<file path="src/rtl/cic_pkg.sv">
// Shared CIC helpers: internal width, power-of-two check and scaling shift amounts.
// Used by both the interpolator and the decimator.
package cic_pkg;

    typedef enum logic {
        SHIFT_LEFT,
        SHIFT_RIGHT
    } cic_shift_dir_e;

    function automatic bit is_pow2(input int v);
        return (v > 0) && ((v & (v - 1)) == 0);
    endfunction

    function automatic int cic_log2(input int r);
        return $clog2(r);
    endfunction

    function automatic int cic_width(input int in_w, input int n, input int r);
        return in_w + n * cic_log2(r) + 1;
    endfunction

    // Removes the R^(N-1) DC gain of a zero-stuffing interpolator.
    function automatic int cic_scale_shift(input int n, input int r);
        return (n - 1) * cic_log2(r);
    endfunction

    function automatic cic_shift_dir_e cic_out_dir(input int in_w, input int out_w);
        return (out_w >= in_w) ? SHIFT_LEFT : SHIFT_RIGHT;
    endfunction

    function automatic int cic_out_shift(input int in_w, input int out_w);
        return (out_w >= in_w) ? (out_w - in_w) : (in_w - out_w);
    endfunction

endpackage

</file>
<file path="src/rtl/cic_integrator_stage.sv">
// One wrapping W-bit accumulator of the CIC integrator cascade, updated every clk.
module cic_integrator_stage
    import cic_pkg::*;
#(
    parameter int W = 19
) (
    input  logic                clk_i,
    input  logic                clr_i,
    input  logic signed [W-1:0] din_i,
    output logic signed [W-1:0] acc_o
);

    logic signed [W-1:0] acc_q;
    logic signed [W-1:0] acc_d;

    always_comb begin
        acc_d = acc_q + din_i;
    end

    always_ff @(posedge clk_i) begin
        if (clr_i) begin
            acc_q <= '0;
        end else begin
            acc_q <= acc_d;
        end
    end

    assign acc_o = acc_q;

endmodule

</file>
<file path="src/rtl/cic_interpolator.sv">
// N-stage CIC interpolator by R: comb chain at the strobe rate, zero-stuffing,
// N full-rate integrators, then fixed shift scaling to unity DC gain.
module cic_interpolator
    import cic_pkg::*;
#(
    parameter int N            = 2,
    parameter int R            = 16,
    parameter int INPUT_WIDTH  = 14,
    parameter int OUTPUT_WIDTH = 14
) (
    input  logic                           clk,
    input  logic                           rst,
    input  logic signed [INPUT_WIDTH-1:0]  in_data,
    input  logic                           in_valid,
    output logic                           in_ready,
    output logic signed [OUTPUT_WIDTH-1:0] out_data,
    output logic                           out_valid,
    output logic                           underflow
);

    localparam int L     = cic_log2(R);
    localparam int W     = cic_width(INPUT_WIDTH, N, R);
    localparam int SCALE = cic_scale_shift(N, R);
    localparam int OSH   = cic_out_shift(INPUT_WIDTH, OUTPUT_WIDTH);
    localparam int WE    = W + OUTPUT_WIDTH;
    localparam int VLEN  = 2 * N + 1;
    localparam cic_shift_dir_e OUT_DIR = cic_out_dir(INPUT_WIDTH, OUTPUT_WIDTH);

    if (!is_pow2(R) || (R < 2) || (N < 1)) begin : g_bad_params
        $error("cic_interpolator: R must be a power of two >= 2 and N must be >= 1");
    end

    logic [L-1:0]                   phase_q, phase_d;
    logic                           underflow_q, underflow_d;
    logic [VLEN-1:0]                valid_sr_q, valid_sr_d;
    logic signed [OUTPUT_WIDTH-1:0] out_q, out_d;
    logic                           strobe;
    logic signed [W-1:0]            x_in;
    logic signed [WE-1:0]           acc_ext;

    logic signed [W-1:0] comb_y   [0:N];
    logic                comb_en  [0:N];
    logic signed [W-1:0] integ_in [0:N];

    assign strobe   = (phase_q == '0) && !rst;
    assign x_in     = in_valid ? W'(in_data) : '0;
    assign in_ready = strobe;

    assign comb_y[0]  = x_in;
    assign comb_en[0] = strobe;

    // Each comb stage fires once per input sample, one cycle after its predecessor.
    for (genvar k = 1; k <= N; k++) begin : g_comb
        logic signed [W-1:0] y_q;
        logic signed [W-1:0] dly_q;
        logic                en_q;

        always_ff @(posedge clk) begin
            if (rst) begin
                y_q   <= '0;
                dly_q <= '0;
                en_q  <= 1'b0;
            end else begin
                en_q <= comb_en[k-1];
                if (comb_en[k-1]) begin
                    y_q   <= comb_y[k-1] - dly_q;
                    dly_q <= comb_y[k-1];
                end
            end
        end

        assign comb_y[k]  = y_q;
        assign comb_en[k] = en_q;
    end

    // Zero-stuffing: the comb result enters the integrators only on its valid cycle.
    assign integ_in[0] = comb_en[N] ? comb_y[N] : '0;

    for (genvar k = 1; k <= N; k++) begin : g_integ
        cic_integrator_stage #(
            .W(W)
        ) u_integ (
            .clk_i (clk),
            .clr_i (rst),
            .din_i (integ_in[k-1]),
            .acc_o (integ_in[k])
        );
    end

    assign acc_ext = WE'(integ_in[N]);

    always_comb begin
        phase_d     = phase_q + L'(1);
        underflow_d = underflow_q | (strobe & ~in_valid);
        valid_sr_d  = {valid_sr_q[VLEN-2:0], 1'b1};
        if (OUT_DIR == SHIFT_LEFT) begin
            out_d = OUTPUT_WIDTH'((acc_ext >>> SCALE) <<< OSH);
        end else begin
            out_d = OUTPUT_WIDTH'(acc_ext >>> (SCALE + OSH));
        end
    end

    always_ff @(posedge clk) begin
        if (rst) begin
            phase_q     <= '0;
            underflow_q <= 1'b0;
            valid_sr_q  <= '0;
            out_q       <= '0;
        end else begin
            phase_q     <= phase_d;
            underflow_q <= underflow_d;
            valid_sr_q  <= valid_sr_d;
            out_q       <= out_d;
        end
    end

    assign out_data  = out_q;
    assign out_valid = valid_sr_q[VLEN-1];
    assign underflow = underflow_q;

endmodule
</file>
<file path="config.mk">
export PLATFORM = sky130hd
export DESIGN_NAME = cic_interpolator
export DESIGN_NICKNAME = d
export VERILOG_FILES = /design/src/rtl/cic_pkg.sv /design/src/rtl/cic_integrator_stage.sv /design/src/rtl/cic_interpolator.sv
export SDC_FILE = /design/constraint.sdc
export NUM_CORES = 1
export LEC_CHECK = 0
export CAP_MARGIN = 20
export CELL_PAD_IN_SITES_DETAIL_PLACEMENT = 2
export CELL_PAD_IN_SITES_GLOBAL_PLACEMENT = 2
export CORE_MARGIN = 4
export CORE_UTILIZATION = 38
export CTS_BUF_LIST = sky130_fd_sc_hd__clkbuf_16
export DETAILED_ROUTE_END_ITERATION = 8
export MAX_ROUTING_LAYER = met4
export PLACE_DENSITY = 0.84
export SLEW_MARGIN = 20
export SYNTH_ARGS = -nofsm -noshare
export SYNTH_HDL_FRONTEND = slang
export SYNTH_SLANG_ARGS = --single-unit
</file>
<file path="constraint.sdc">
create_clock -name clk -period 3.2 [get_ports clk]
set_input_delay 0.32 -clock clk [delete_from_list [all_inputs] [get_ports clk]]
set_output_delay 0.32 -clock clk [all_outputs]
set_load 0.005 [all_outputs]
</file>
==> results.toml <==
[place]
routabilityCongestion = 0.8272
dpl.hpwl_um = 13820
placed_cell_area_mm2 = 0.007784
port_buffers = 33

[sta]
fmax_mhz = 325.8
rsz0062_at_grt = "no"
finalCriticalPeriod_ns = 3.070
drv_slew = 0
worst_slew_pin_slew_ns = 0.7116
period_share_pct = 95.93
hold_viol = 0
skew_ns = 0.01459
relSlewSlack_pct = 52.56
setup_viol = 0
finalSetupTns_ns = 0

[clock_tree]
cts_tree = "built"
clk_latency_ns = 0.43
postCtsHoldBufs = 0
clkTransAtPathRegs_ns = 0.06
cts_made_buffers = 17
cts.sinks = 130
cts_max_level = 4
cts-root-buf = "clkbuf_16"
post_cts_resized = 1
postCtsSetupBuffers = 0
clock_path_buffers = 2

[power]
power_frac_seq_pct = 37.4
p_total_uw = 4992
p_leak_uw = 0.003538
power_frac_clock_pct = 39.5
internal-power_uw = 3473
comb_power_share_pct = 23.1
peakVddDrop_mv = 0.4039
p_per_area_mw_per_mm2 = 596.1
p_sw_share_pct = 30.44
power.switching_uw = 1520

[hold_path]
hold_class = "in2reg"
hold_path_end = "g_integ[1].u_integ.acc_o[13]$_SDFF_PP0_"
hp-start = "rst"
hold_depth = 2

[worst_setup_path]
worstPathArrival_ns = 3.37
crit_fanout = 18
worstPathRequired_ns = 3.50
start_kind = "flop"
critPathMaxStageDelay_ns = 0.47
timing.rr.start = "g_comb[2].en_q$_SDFF_PP0_"
crit_start = "g_comb[2].en_q$_SDFF_PP0_"
crit_type = "reg2reg"
cp_cell_sequence = "and2_1, ha_1, inv_1, fa_1, nor2b_1, o21ai_0, a21boi_1, nor2_1, o41ai_1, xnor2_1, nor2_1"
crit_buf_inv = 1
cp_top_family = "compound AO/OA/AOI/OAI gates"
r2r.worst_path.cells = 11
end_kind = "flop"
crit_top_cell = "nor2_1"
crit_slowest_cell = "dfxtp_2"
reg2reg_slack_ns = 0.13
reg2reg_to = "g_integ[1].u_integ.acc_o[12]$_SDFF_PP0_"

[routing]
viasPerCell = 5.336
num_vias = 5934
wl_um = 19530
detail-route-antenna-nets = 0
drt-initial-drc-count = 208
route.detailed.drc = 0
wl_per_cell_um = 17.56
dr.pass1.iters = 4

[synthesis]
syn_inst = 834
yosysUniqueCellTypes = 63
synth_warnings = 0
synthTopCellsByArea = "dfxtp_1 (36%), ha_1 (12%), nor2_1 (5.1%), xnor2_1 (3.4%), mux2i_1 (3.2%)"
synth-edff-count = 0
synthArstFlopShare_pct = 0
syn_area_mm2 = 0.007221
synth.avg_cell_area_um2 = 8.658
yosysTopAreaCell = "dfxtp_1"
synthFlopType = "dfxtp_1"
ys_seq_area_share_pct = 36.04
ys_ff_latch = 130
syn_nets = 922
yosysTopAreaCellShare_pct = 36.04

[grt]
grt.overflow.total = 0
grt_start_max_net_pins = 65
grt_pass1_vias = 6885
antenna_found_initial = 0
grt_usage_pct = 19.62
grt_pass1_wl_um = 34040

[die]
rows = 50
die_w_um = 145.8
die-area_mm2 = 0.02127
start_util_pct = 38.60
die_h_um = 145.8
io_pins = 34
core_area_mm2 = 0.01871

[finish]
fillCellCount = 2083
layout-drive-gt1-share_pct = 6.606
area_delta_synth_final_pct = 15.99
layout.nets = 953
design_area_mm2 = 0.008376
antenna_cells = 0

[flow_run]
cap_violations = 0

[run_status]
status = "complete, no violations"
[worst max-delay path by stage]
stage	to	slack (ns)	depth (start not counted)
after floorplan	g_integ[1].u_integ.acc_o[17]$_SDFF_PP0_	0.81	10
after global placement	g_comb[1].y_q[10]$_SDFFE_PP0P_	0.17	12
after detailed placement	g_comb[1].y_q[10]$_SDFFE_PP0P_	0.03	12
after CTS	g_integ[1].u_integ.acc_o[12]$_SDFF_PP0_	0.17	11
after global routing	g_integ[1].u_integ.acc_o[12]$_SDFF_PP0_	0.02	11
final	g_integ[1].u_integ.acc_o[12]$_SDFF_PP0_	0.13	11
[cell type report]
class | count | area [µm²] | area share (%)
multi-input cells | 621 | 4305 | 51.40
well taps | 234 | 292.8 | 3.496
clock buffers | 17 | 425.4 | 5.079
clock inverters | 15 | 165.2 | 1.972
repair buffers | 39 | 372.9 | 4.452
inverters | 56 | 210.2 | 2.510
flip-flops and latches | 130 | 2604 | 31.09
[synthesized netlist by cell type, drive strengths merged (13+ instances only)]
cell type / number
dfxtp: 130
nor2: 99
ha: 67
nand2: 57
inv: 55
a21oi: 42
o21ai: 36
nor2b: 32
and2: 31
xnor2: 28
mux2i: 23
a21o: 22
xor2: 22
clkbuf: 20
nand3: 20
nor3: 17
a211oi: 14
o31ai: 13
[power groups by stage]
stage	clock [µW]	sequential, µW	combinational (µW)
floorplan	0	1860	867
global placement	0	1890	1060
detailed placement	0	1900	1140
CTS	2020	1870	1170
global route	2100	1890	1300
finish	1970	1870	1150
[per-stage QoR]
stage          hold WS [ns]  util [%]  worst slack, ns  cells
6_report             0.2245     44.78           0.1304   1112
5_1_grt              0.2191     44.78          0.02119   1112
4_1_cts              0.2170     44.78           0.1681   1112
3_5_place_dp         0.4349     41.61          0.02982   1080
3_3_place_gp         0.4227     41.61           0.1728   1080
2_1_floorplan        0.4138         -           0.8109    834
[logic make-up after synthesis]
kind of cell    count (synthesis)  synth area share, %
compound gates                185                18.06
xor+xnor                       50                6.065
fa+ha+maj                      71                12.72
buf+inv                        83                4.332
flops                         130                36.04
mux                            24                3.344
simple gates                  291                19.44
[flip-flops by register name (all words and copies together), names as in the netlist]
register	cells
g_comb.y_q	36
g_integ.u_integ.acc_o	36
g_comb.dly_q	32
out_data	14
valid_sr_q	5
phase_q	4
g_comb.en_q	2
underflow	1
[layer usage]
layer  vias up  global-route usage, %  wire [µm]
li1       2953                      -          -
met5         -                      -          0
met2        62                  36.43      10470
met4         0                  4.416        218
met3        17                  3.581        406
met1      2902                  21.77       8432
[layout by cell type (no fill, tap or decap), types with 4 or more instances in the layout]
cell type        instances
o21ai_1                  9
o21a_1                  11
nand3_1                 20
or3_1                    5
o31ai_1                 11
nand2b_1                 9
and2_1                  31
inv_1                   54
a21oi_1                 42
nor2_1                  99
o21bai_1                 4
mux2i_1                 23
buf_4                    7
ha_1                    67
nor2b_1                 32
fa_1                     4
nand2_1                 57
dfxtp_1                129
clkbuf_16               17
xor2_1                  22
a211oi_1                12
nand4_1                  6
a21boi_1                 4
clkinv_1                 4
a21o_1                  22
and3_1                   4
clkdlybuf4s50_1         32
o211ai_1                 7
o21ai_0                 26
nor3_1                  16
xnor2_1                 28
a31oi_1                  6
Power figures use the tool's default switching activity.
==> edit 1: new RTL, same settings <==
Put one more register stage on the output `underflow`. The value now appears one clock later. The other outputs are not delayed to match.
--- a/src/rtl/cic_interpolator.sv
+++ b/src/rtl/cic_interpolator.sv
@@ -118,3 +118,5 @@
     assign out_valid = valid_sr_q[VLEN-1];
-    assign underflow = underflow_q;
+    always_ff @(posedge clk) begin
+        underflow <= underflow_q;
+    end
 
Formal check against the unedited RTL: not equivalent (a bounded check fails within 4 cycles, from zero or initial values and one cycle with rst high).
==> edit 1 against the unedited design <==
Routed wire length fell by 0.13%. Core utilization is essentially flat. Area after synthesis up 0.28%. Count of clock-buffer cells in the layout stayed put. Design area about the same. Worst setup slack improved by 0.15 ns. Power is 1.3% lower. Sequential cell count increased by 1. Critical path type unchanged. Largest power group unchanged. Highest routed layer unchanged.
==> edit 1: results <==
global_routing:
  grt_pass1_vias: 6809
  globalRouteTotalUtil_pct: 19.8
  grt_pass1_wl_um: 33800
  grt_antenna_before_repair: 0
  grt_start_max_net_pins: 64
placement:
  placement.io_buffers: 33
  gp_congestion: 0.826
  dp_hpwl_um: 14000
  placement.setup.worst_slack_ns: 0.100
synth:
  ys.flop_type: "sky130_fd_sc_hd__dfxtp_1"
  synth_area_leaders: "sky130_fd_sc_hd__dfxtp_1 (36%), sky130_fd_sc_hd__ha_1 (12%), sky130_fd_sc_hd__nor2_1 (5.1%)"
  synth.yosys.warnings: 0
  synth.net_count: 923
  ys_seq_area_share_pct: 36.2
  netlist-cell-type-count: 63
  synth_common_cells: "sky130_fd_sc_hd__dfxtp_1 (131), sky130_fd_sc_hd__nor2_1 (99), sky130_fd_sc_hd__ha_1 (67)"
setup_path:
  worst-path-max-fanout: 18
  slowest_delay_ns: 0.46
  setup.reg_to_reg.worst_slack_ns: 0.28
  r2r.worst_path.cells: 11
  worst-endpoint-arrival_ns: 3.22
  worst_r2r_startpoint: "g_comb[2].en_q"
power:
  ir_worst_vdd_uv: 389
  leakage_uw: 0.00354
layout:
  final_layout_size_suffix_gt1_share_pct: 6.71
  nets: 954
drt:
  vias_per_cell: 5.37
  detail_route.wl_per_cell_um: 17.5
  initialDrtViolationCount: 191
  detail_route.first_pass.iterations: 6
clocking:
  cts.repair.resized: 0
  clock_tree.root_cell: "sky130_fd_sc_hd__clkbuf_16"
  tritoncts.num_buffers: 17
  post_cts_repair_setup_buffers: 0
timing:
  skew_ns: 0.00646
  worst_pin_slew_ns: 0.688
  timing.fmax_mhz: 342
worst_hold_path:
  worst_hold_startpoint: "underflow_q"
  hp-class: "flip-flop to flip-flop"
  min_path_cells: 0
  worst_hold_path.endpoint: "underflow"
run_status:
  status: "finished clean"
[edit 1: changes by cell type in the layout (fill, tap and decap cells not counted)]
| cell | change |
|---|---|
| sky130_fd_sc_hd__bufinv_16 | -1 |
| sky130_fd_sc_hd__clkinv_1 | -2 |
| sky130_fd_sc_hd__clkinv_2 | +1 |
| sky130_fd_sc_hd__clkinv_4 | +2 |
| sky130_fd_sc_hd__clkinvlp_4 | +1 |
| sky130_fd_sc_hd__dfxtp_1 | +1 |
| sky130_fd_sc_hd__inv_1 | +1 |
| sky130_fd_sc_hd__inv_6 | -2 |
[edit 1: worst max-delay path, delay by kind of cell, from the launching register on]
family                     cells  cell delay [ns]
adders and majority gates      2             0.54
and+or+nand+nor                4             0.60
xor gates and xnor gates       1             0.18
buffers and inverters          1             0.06
AOI/OAI and AO/OA              3             0.93
DFF                            1             0.46
[edit 1: layer usage]
metal  vias up  wire length [um]  global-route usage [%]  share of wire, %
met5         -                 0                       -                 0
met4         0               357                    6.77               1.8
met3        31               467                    3.66               2.4
met2        69             10300                    36.2                53
met1      2912              8340                    21.6                43
li1       2960                 -                       -                 -
[edit 1: cell families (layout without fill, tap and decap cells)]
kind of cell	after synthesis	after routing	synth area share, %
buf+inv	83	127	4.32
xor+xnor	50	50	6.05
fa+ha+maj	71	71	12.7
mux	24	24	3.34
flops	131	131	36.2
simple gates	291	291	19.4
compound gates	185	185	18.0
[edit 1: through the flow]
stage               instance area, um^2  cells  hold WS (ns)
floorplan                          7240    835         0.331
global placement                   7800   1081         0.347
detailed placement                 7800   1081         0.347
CTS                                8370   1113         0.358
global route                       8370   1113         0.364
finish                             8370   1113         0.354
[edit 1: area by class of cell]
class / instances / area, um^2
Clock buffer: 17 / 425
Clock inverter: 15 / 144
Fill cell: 2024 / 10300
Inverter: 56 / 210
Multi-Input combinational cell: 621 / 4310
Sequential cell: 131 / 2620
Tap cell: 234 / 293
Timing Repair Buffer: 39 / 373
[edit 1: worst max path at each step]
| stage | from | end | cells after the start |
|---|---|---|---|
| finish | g_comb[2].en_q | g_integ[1].u_integ.acc_o[12] | 11 |
| global route | g_comb[2].en_q | g_integ[1].u_integ.acc_o[12] | 11 |
| CTS | g_comb[2].en_q | g_integ[1].u_integ.acc_o[12] | 11 |
| detailed placement | in_valid | g_comb[1].y_q[10] | 12 |
| global placement | in_valid | g_comb[1].y_q[10] | 12 |
| floorplan | g_comb[2].en_q | g_integ[1].u_integ.acc_o[17] | 10 |
[edit 1: where the power goes]
| group | total [uW] | internal, uW | leakage [uW] | switching, uW |
|---|---|---|---|---|
| sequential | 1870 | 1780 | 0.00107 | 94.7 |
| clock | 1890 | 1130 | 0.000273 | 758 |
| combinational | 1160 | 489 | 0.00220 | 673 |
==> edit 2: new RTL, same flow settings <==
Without the edit above. Change the parameter `INPUT_WIDTH` from 14 to 28.
--- a/src/rtl/cic_interpolator.sv
+++ b/src/rtl/cic_interpolator.sv
@@ -7,3 +7,3 @@
     parameter int R            = 16,
-    parameter int INPUT_WIDTH  = 14,
+    parameter int INPUT_WIDTH  = 28,
     parameter int OUTPUT_WIDTH = 14
Ports: changed (resized in_data); port bits go from 34 to 48. The function was not compared with the original's and may differ.
==> edit 2 against the unedited design <==
Core utilization up 1.7 points. Design area rose by 92%. Non-clock buffer count up 125. Count of clock-buffer cells in the layout rose by 10. Critical path depth is 2 higher. Sequential cell count increased by 84. Power grew 82%. Die area up 79%. Area after synthesis increased by 85%. Worst setup slack worse by 0.11 ns. Routed wire length grew 130%. Critical path type unchanged. Largest power group is now registers.
==> edit 2: results <==
synth:
  post_synth_mux_area_share_pct: 4.07
  synthAdderAreaFrac_pct: 12.5
  ys_seq_area_share_pct: 32.1
  netlist-cell-type-count: 61
drt:
  vias_per_cell: 5.51
  via_count: 12200
layout:
  seq_area_share_pct: 26.7
  number_of_non_clock_inverters: 86
  nonClockBufferCount: 164
  num-multi-input-gates: 1251
placement:
  gp_congestion: 0.857
  dp_hpwl_um: 30300
power:
  comb_cell_power_uw: 2980
  leakage_uw: 0.00700
  totalPowerFinal_uw: 9060
setup_path:
  worst-path-max-fanout: 6
  slowest_delay_ns: 0.55
run_status:
  status: "finished clean"
clocking:
  cts.htree.levels: 1
  cts_buffer_depth: 3
  cts.repair.resized: 9
  tritoncts.num_buffers: 27
timing:
  skew_ns: 0.0103
  maxSlewHeadroom_pct: 42.2
global_routing:
  grt_util_met2_pct: 41.8
  grt_start_max_net_pins: 174
  grt_util_met3_pct: 2.73
edit 2: changes by cell type after synthesis, moves of 17 or more:
cell,unedited run,this run
sky130_fd_sc_hd__a21o_1,22,64
sky130_fd_sc_hd__a21oi_1,42,123
sky130_fd_sc_hd__and2_1,31,68
sky130_fd_sc_hd__clkbuf_1,20,59
sky130_fd_sc_hd__dfxtp_1,130,214
sky130_fd_sc_hd__ha_1,67,127
sky130_fd_sc_hd__inv_1,54,85
sky130_fd_sc_hd__mux2i_1,23,53
sky130_fd_sc_hd__nand2_1,57,120
sky130_fd_sc_hd__nand3_1,20,43
sky130_fd_sc_hd__nor2_1,99,166
sky130_fd_sc_hd__o21ai_0,26,82
sky130_fd_sc_hd__o31ai_1,11,28
sky130_fd_sc_hd__xor2_1,22,58
edit 2: through the flow:
step	setup TNS, ns	setup slack [ns]
6_report	0	0.0206
3_5_place_dp	-4.83	-0.586
2_1_floorplan	0	0.0363
4_1_cts	0	0.00129
5_1_grt	-0.265	-0.0505
3_3_place_gp	-2.54	-0.510
